File: src/rtl/sevenseg_scan_pkg.sv
// Shared types and constants for the multiplexed seven-segment scanner.
package sevenseg_scan_pkg;

  typedef enum logic {
    BLANK = 1'b0,
    SHOW  = 1'b1
  } scan_state_t;

  localparam logic [3:0] BLANK_CODE = 4'hF;

  localparam int unsigned NUM_DIGITS_DEF   = 4;
  localparam int unsigned TICK_DIV_DEF     = 1000;
  localparam int unsigned BLANK_CYCLES_DEF = 2;

endpackage

File: src/rtl/sevenseg_scan_tick.sv
// Slot counter: counts 0..TICK_DIV-1 and flags the wrap cycle as slot end.
module scan_tick
  import sevenseg_scan_pkg::*;
#(
  parameter int unsigned TICK_DIV = TICK_DIV_DEF
) (
  input  logic                        clk,
  input  logic                        reset,
  output logic [$clog2(TICK_DIV)-1:0] count,
  output logic                        slot_end
);

  localparam int unsigned CW = $clog2(TICK_DIV);

  assign slot_end = (count == CW'(TICK_DIV - 1));

  always_ff @(posedge clk) begin
    if (reset) begin
      count <= '0;
    end else if (slot_end) begin
      count <= '0;
    end else begin
      count <= count + 1'b1;
    end
  end

endmodule

File: src/rtl/sevenseg_scan.sv
// Time-multiplexed digit scanner with blanking gaps, frame-atomic value
// updates and optional leading-zero suppression. Outputs are all registered.
module sevenseg_scan
  import sevenseg_scan_pkg::*;
#(
  parameter int unsigned NUM_DIGITS   = NUM_DIGITS_DEF,
  parameter int unsigned TICK_DIV     = TICK_DIV_DEF,
  parameter int unsigned BLANK_CYCLES = BLANK_CYCLES_DEF
) (
  input  logic                    clk,
  input  logic                    reset,
  input  logic                    load,
  input  logic [4*NUM_DIGITS-1:0] value,
  input  logic                    lz_blank,
  output logic [3:0]              digit_data,
  output logic [NUM_DIGITS-1:0]   anode,
  output logic                    frame_done
);

  localparam int unsigned CW         = $clog2(TICK_DIV);
  localparam int unsigned IW         = $clog2(NUM_DIGITS);
  localparam int unsigned BLANK_LAST = (BLANK_CYCLES == 0) ? 0 : BLANK_CYCLES - 1;
  localparam logic [IW-1:0] IDX_LAST = IW'(NUM_DIGITS - 1);

  logic [CW-1:0]           count;
  logic                    slot_end;
  logic                    boundary;
  scan_state_t             state, state_nx;
  logic [IW-1:0]           idx, idx_nx, msnz;
  logic [4*NUM_DIGITS-1:0] shadow, active;
  logic                    pending;
  logic [3:0]              cur_digit, digit_nx;
  logic [NUM_DIGITS-1:0]   anode_nx;

  scan_tick #(
    .TICK_DIV(TICK_DIV)
  ) u_tick (
    .clk     (clk),
    .reset   (reset),
    .count   (count),
    .slot_end(slot_end)
  );

  assign boundary = slot_end && (idx == IDX_LAST);

  always_comb begin
    state_nx = state;
    case (state)
      BLANK:   if (count == CW'(BLANK_LAST)) state_nx = SHOW;
      SHOW:    if (slot_end) state_nx = BLANK;
      default: state_nx = BLANK;
    endcase
  end

  always_comb begin
    idx_nx = idx;
    if (slot_end) idx_nx = (idx == IDX_LAST) ? '0 : idx + 1'b1;
  end

  // Highest nonzero active digit; digit 0 is the floor so it is never suppressed.
  always_comb begin
    msnz = '0;
    for (int unsigned i = 1; i < NUM_DIGITS; i++) begin
      if (active[4*i +: 4] != 4'h0) msnz = IW'(i);
    end
  end

  assign cur_digit = active[4*idx_nx +: 4];

  // Outputs are precomputed from next-state values so the registers line up
  // with the counter/state they describe.
  always_comb begin
    anode_nx = '0;
    digit_nx = BLANK_CODE;
    if (state_nx == SHOW) begin
      anode_nx[idx_nx] = 1'b1;
      digit_nx = (lz_blank && (idx_nx > msnz)) ? BLANK_CODE : cur_digit;
    end
  end

  always_ff @(posedge clk) begin
    if (reset) begin
      state      <= BLANK;
      idx        <= '0;
      shadow     <= '0;
      active     <= '0;
      pending    <= 1'b0;
      anode      <= '0;
      digit_data <= BLANK_CODE;
      frame_done <= 1'b0;
    end else begin
      state      <= state_nx;
      idx        <= idx_nx;
      anode      <= anode_nx;
      digit_data <= digit_nx;
      frame_done <= boundary;
      if (boundary && pending) active <= shadow;
      if (load) shadow <= value;
      if (load) begin
        pending <= 1'b1;
      end else if (boundary) begin
        pending <= 1'b0;
      end
    end
  end

endmodule

File: config.mk
export PLATFORM = sky130hd
export DESIGN_NAME = sevenseg_scan
export DESIGN_NICKNAME = d
export VERILOG_FILES = /design/src/rtl/sevenseg_scan_pkg.sv /design/src/rtl/sevenseg_scan_tick.sv /design/src/rtl/sevenseg_scan.sv
export SDC_FILE = /design/constraint.sdc
export NUM_CORES = 1
export LEC_CHECK = 0
export BUFFER_PORTS_ARGS = -buffer_cell sky130_fd_sc_hd__buf_2
export CAP_MARGIN = 10
export CORE_ASPECT_RATIO = 0.9
export CORE_MARGIN = 2
export CORE_UTILIZATION = 25
export CTS_BUF_LIST = sky130_fd_sc_hd__clkbuf_4
export DETAILED_ROUTE_END_ITERATION = 10
export PLACE_DENSITY = 0.4
export SYNTH_ARGS = -nofsm -noshare
export SYNTH_HDL_FRONTEND = slang
export SYNTH_SLANG_ARGS = --single-unit
File: constraint.sdc
create_clock -name clk -period 2.51 [get_ports clk]
set_input_delay 0 -clock clk [delete_from_list [all_inputs] [get_ports clk]]
set_output_delay 0 -clock clk [all_outputs]
set_load 0.05 [all_outputs]
# Word-level counts from Yosys, hierarchy flattened
# Index checks and enable logic that the tools add are counted.
# classes
n_addsub	2
magnitude_cmp	3
bitwise	2
shifts	1
mux	12
n_eq_ne	3
n_reduce_logical	11
# ops
cell	count
$shiftx 16x5->4	1
$reduce_bool 4->1	3
$add 10x1->10 const B	1
$eq 10x1->1 const B	1
$eq 10x10->1 const B	1
$mux 2	4
$mux 1	6
$logic_and 1x1->1	4
$reduce_or 2->1	2
$lt 2x3->1 const B	1
$reduce_or 3->1	1
$add 2x1->2 const B	1
$demux 1 s2	1
$eq 2x2->1 const B	1
$ge 2x1->1 const B	1
$gt 2x2->1	1
$not 1->1	2
$pmux 1 s2	1
$reduce_bool 2->1	1
# word_totals
input_bits	20
wordCells	43
reg_bits	55
output_inout_bits	9

# Depth between registers and ports, before layout
# logic_depth
ltp_word	7
mapped_depth	11

# By module
# Synthesis repeated with hierarchy kept, for this count alone.
# hier_totals
hier_cells	248
hier_area_um2	2225.9
# modules_own_cells
mod	seq_area_each_um2	n_inst	area_per_inst_um2	cells_each
sevenseg_scan	900.9	1	1735.4	192
scan_tick	200.2	1	490.5	56

# Worst setup path after synthesis
# Ideal clock, no wire load.
# synth_path
path_kind	reg-to-reg
from	register u_tick.count[0]
to	register digit_data[2]
required_ns	2.371
stages_incl_launch_ff	12
path_buffers	1
arrival_time_ns	2.232
setup_slack_ns	0.140
cell_sequence	dfxtp_1 ha_1 and4bb_4 and3_1 buf_6 mux2_4 inv_2 ha_1 inv_1 a21o_1 a31oi_1 o211ai_1
# synth_via
elab_chain_len	5
word_cells_on_any_way	11
cone_classes	1 x order compare; 2 x eq/ne; 1 x shift; 4 x mux; 1 x bitwise; 2 x reduce/logical
# synth_rtl
item	line_no	source
start, declared	sevenseg_scan_tick.sv:9	output logic [$clog2(TICK_DIV)-1:0] count,
start signal, assigned	sevenseg_scan_tick.sv:23	count <= count + 1'b1;
branches (longest 5 deep; another with $shiftx 16x5->4)	n/a	
end signal, assigned	sevenseg_scan.sv:95	digit_data <= digit_nx;
end, declared	sevenseg_scan.sv:15	output logic [3:0] digit_data,
# Parallel ways; which one is timed is not known.
# A chain may end at the register's enable or synchronous reset.

# Worst setup path in the final report
# layout_path
from	register idx[0]
to	register digit_data[1]
# layout_via
elab_chain_len	6
word_cells_on_any_way	8
cone_classes	1 x add/sub; 1 x order compare; 1 x eq/ne; 1 x shift; 2 x mux; 2 x reduce/logical
# layout_rtl
item	line_no	source
start, declared	sevenseg_scan.sv:29	logic [IW-1:0] idx, idx_nx, msnz;
start signal, assigned	sevenseg_scan.sv:93	idx <= idx_nx;
$add 2x1->2 / $eq 2x2->1 (equally long branches)	sevenseg_scan.sv:57	if (slot_end) idx_nx = (idx == IDX_LAST) ? '0 : idx + 1'b1;
$mux 2 (*) (2 in a row)	sevenseg_scan.sv:57	
named net idx_nx[1]	sevenseg_scan.sv:29	
branches (longest 3 deep; another with $shiftx 16x5->4)	n/a	
# Mark *: on every way through the listed nets, which the timed path passes.

==> implementation parameters <==
Parameter                              Value

STA
  Number of hold violations in the final report    0
  Pins over their slew limit    0
  Post-route clock skew    slightly below 0.03 ns
  Minimum period implied by the final worst setup slack    ~2.3 ns
  Final worst path period share    0.9356
  Max-slew headroom at the worst pin    0.5851
  Worst hold slack    between 0.1 and 0.15 ns
  Fmax    425.8 MHz
  Endpoints failing setup    0
  Setup TNS    0 ns
  RSZ-0062 raised after global routing    no
  Pin slew with the least headroom to its limit    0.6224 ns

Place
  Final weighted congestion in routability-driven placement    about 0.77
  Half-perimeter wire length of the detailed placement result    ~3.6 mm
  Port-buffer cells    28

Setup path
  Kind of critical path    reg2reg
  Required @ worst endpoint    approximately 2.8 ns
  Endpoint arrival time on the critical path    around 2.6 ns
  Startpoint Class    flop
  Critical Path Fanout Max    8
  R2R Path Start    idx[0]
  Kind of end point of the critical path    flop
  Crit path from    idx[0]

Power and ir drop
  Power per cell area    537.5 nW/um^2
  Leakage power summed over all cells    1.117 nW
  Peak supply drop    ~180 uV

Status
  Outcome    finished clean

CTS
  Clock buffer count from CTS    5
  Number of H-tree levels    2
  Number of setup buffers added after CTS    0
  Skew-Pair Late Insertion Delay    around 0.39 ns
  TritonCTS clock tree    yes
  Total number of clock tree sinks    55
  Cell at the root of the clock tree    clkbuf_4
  Number of buffers on the longest clock path    2
  Clock slew at reported path FFs    between 0.15 and 0.2 ns

Die
  Die area    approximately 10000 sq um
  Die width    104.2 microns
  IO Count    29
  Initial Utilization    0.2598
  Num rows    32
  Height of the die    94.15 microns
  Placeable Area    approximately 8700 sq um

Global routing
  Number of antenna violations at the first check in global routing    0
  Largest net degree at the start of global routing    38
  First-pass GRT wire length    8.535 mm
  Global route total overflow    0
  Via count of the first global-routing pass    ~1800
  Overall routing resource usage    0.1089

Synth
  Area of the mapped netlist    between 2000 and 2500 sq um
  Net count after synthesis    270
  Number of enable flip-flop cells after synthesis    0
  Top cell types by occurrence after synthesis    dfxtp_1 (55), nand2_1 (39), nor2_1 (31)
  Warning count from the yosys run    0
  Cell type contributing the most total cell area after synthesis    dfxtp_1
  Main synth FF type    dfxtp_1
  Top post-synthesis cells by area    dfxtp_1 (49%), mux2i_1 (8.4%), nand2_1 (6.5%)
  Synthesized area per cell    9.213 sq um
  Async S/R FF share, synth    0
  Most frequent cell after synthesis    dfxtp_1
  Number of standard cells after synthesis    approximately 250
  Part of the Yosys area used for sequential elements    0.4878
  Count of state elements after synthesis    55
  Number of distinct library cell variants in the gate-level netlist after synthesis    between 40 and 50
  Proportion of netlist area held by the largest area contributor    0.4878

Detailed routing
  Average wire length per cell after detail routing    12.23 microns
  Violation count after the first detailed-route iteration    60
  Total vias in the final route    between 1500 and 2000
  DRC Markers    0
  Antenna viol nets, final    0
  Total detailed-routing wirelength    between 5 and 6 mm
  Avg Vias per Cell    between 4 and 5
  First-pass iteration count of the detailed router    4

Final layout
  Fillers    ~960
  Final net count    around 320
  Layout overhead on the synthesized area    23.56%
  Fraction of layout instances using a drive strength above 1    0.1852
  Diode count    0

Run
  Max capacitance violation total    0

Hold path
  Startpoint of the worst hold path    load
  Hold WC Path Type    in2reg
==> metrics by stage <==
stage | worst slack, ns | power (mW) | util | std cells | area [sq um]
2_1_floorplan | 0.1396 | 1.035 | - | 245 | 2257
3_3_place_gp | 0.1707 | 1.081 | 0.2928 | 390 | 2544
3_5_place_dp | 0.09367 | 1.080 | 0.2928 | 390 | 2544
4_1_cts | 0.1069 | 1.525 | 0.3203 | 416 | 2783
5_1_grt | 0.0002207 | 1.567 | 0.3210 | 416 | 2789
6_report | 0.1617 | 1.499 | 0.3210 | 416 | 2789
==> final timing paths <==
path,end,slack (ns),depth (start not counted)
worst max-delay path,digit_data[1],0.16,9
worst min-delay path,shadow[6],0.15,3
worst max register to register,digit_data[1],0.16,9
worst min register to register,active[3],0.47,2
==> logic make-up (layout without fill, tap and decap cells) <==
group	Yosys count	in the layout	share of synthesized area
simple gates	105	105	0.2190
flops	55	55	0.4878
compound gates	35	35	0.1003
mux	21	21	0.09589
buf+inv	17	69	0.04212
xor+xnor	7	7	0.02716
fa+ha+maj	5	5	0.02772
==> area by class of cell <==
type / count / area [sq um] / share of cell area
Tap cell: 119 / 148.9 / 0.05339
Inverter: 6 / 25.02 / 0.008973
Clock inverter: 3 / 21.27 / 0.007627
Timing Repair Buffer: 55 / 387.9 / 0.1391
Multi-Input combinational cell: 173 / 1067 / 0.3827
Clock buffer: 5 / 37.54 / 0.01346
Sequential cell: 55 / 1101 / 0.3948
==> layout by cell type (no fill, tap or decap), types with 3 or more instances in the layout <==
cell type,instances
buf_4,9
nor2b_1,4
nor3b_1,3
nor3_1,5
buf_2,28
xor2_1,5
and3_1,4
inv_1,4
dlygate4sd3_1,18
mux2i_1,19
a21oi_2,3
dfxtp_1,55
nor2_1,31
a211oi_1,3
nand3_1,7
nand2_1,39
ha_1,5
clkbuf_4,5
a21oi_1,15
==> registers in the layout, indices dropped and copies added (netlist names) <==
register      cells
idx               2
digit_data        4
anode             4
state             1
active           16
frame_done        1
shadow           16
u_tick.count     10
pending           1
==> repair_timing <==
action	4_1_cts	5_1_grt
hold buffers	18	0
hold endpoints to repair	21	0
resized for setup	0	1
endpoints found under the setup margin	0	4
==> power breakdown <==
part           internal (mW)  leakage [nW]  switching, mW
clock network          0.114        0.0336          0.303
logic                 0.0674         0.635         0.0927
registers              0.907         0.449         0.0147
==> worst max-delay path, cell delays in order (launching register included) <==
cell and delay [ns]:
dfxtp_1 0.44, ha_1 0.29, nor4bb_1 0.13, and4_1 0.27, nor2_2 0.19, inv_4 0.09, ha_1 0.32, a21o_1 0.18
a31oi_2 0.24, o21ai_1 0.10
==> routing by layer <==
metal  global-route usage  wire length, microns  vias to the layer above
met2               0.1820                  2325                       25
met5                    0                     0                        -
li1                     -                     -                      943
met1               0.1405                  2530                      824
met3              0.02635                   173                        4
met4              0.03041                    56                        0
No activity file was read; power rests on OpenSTA's default activity.
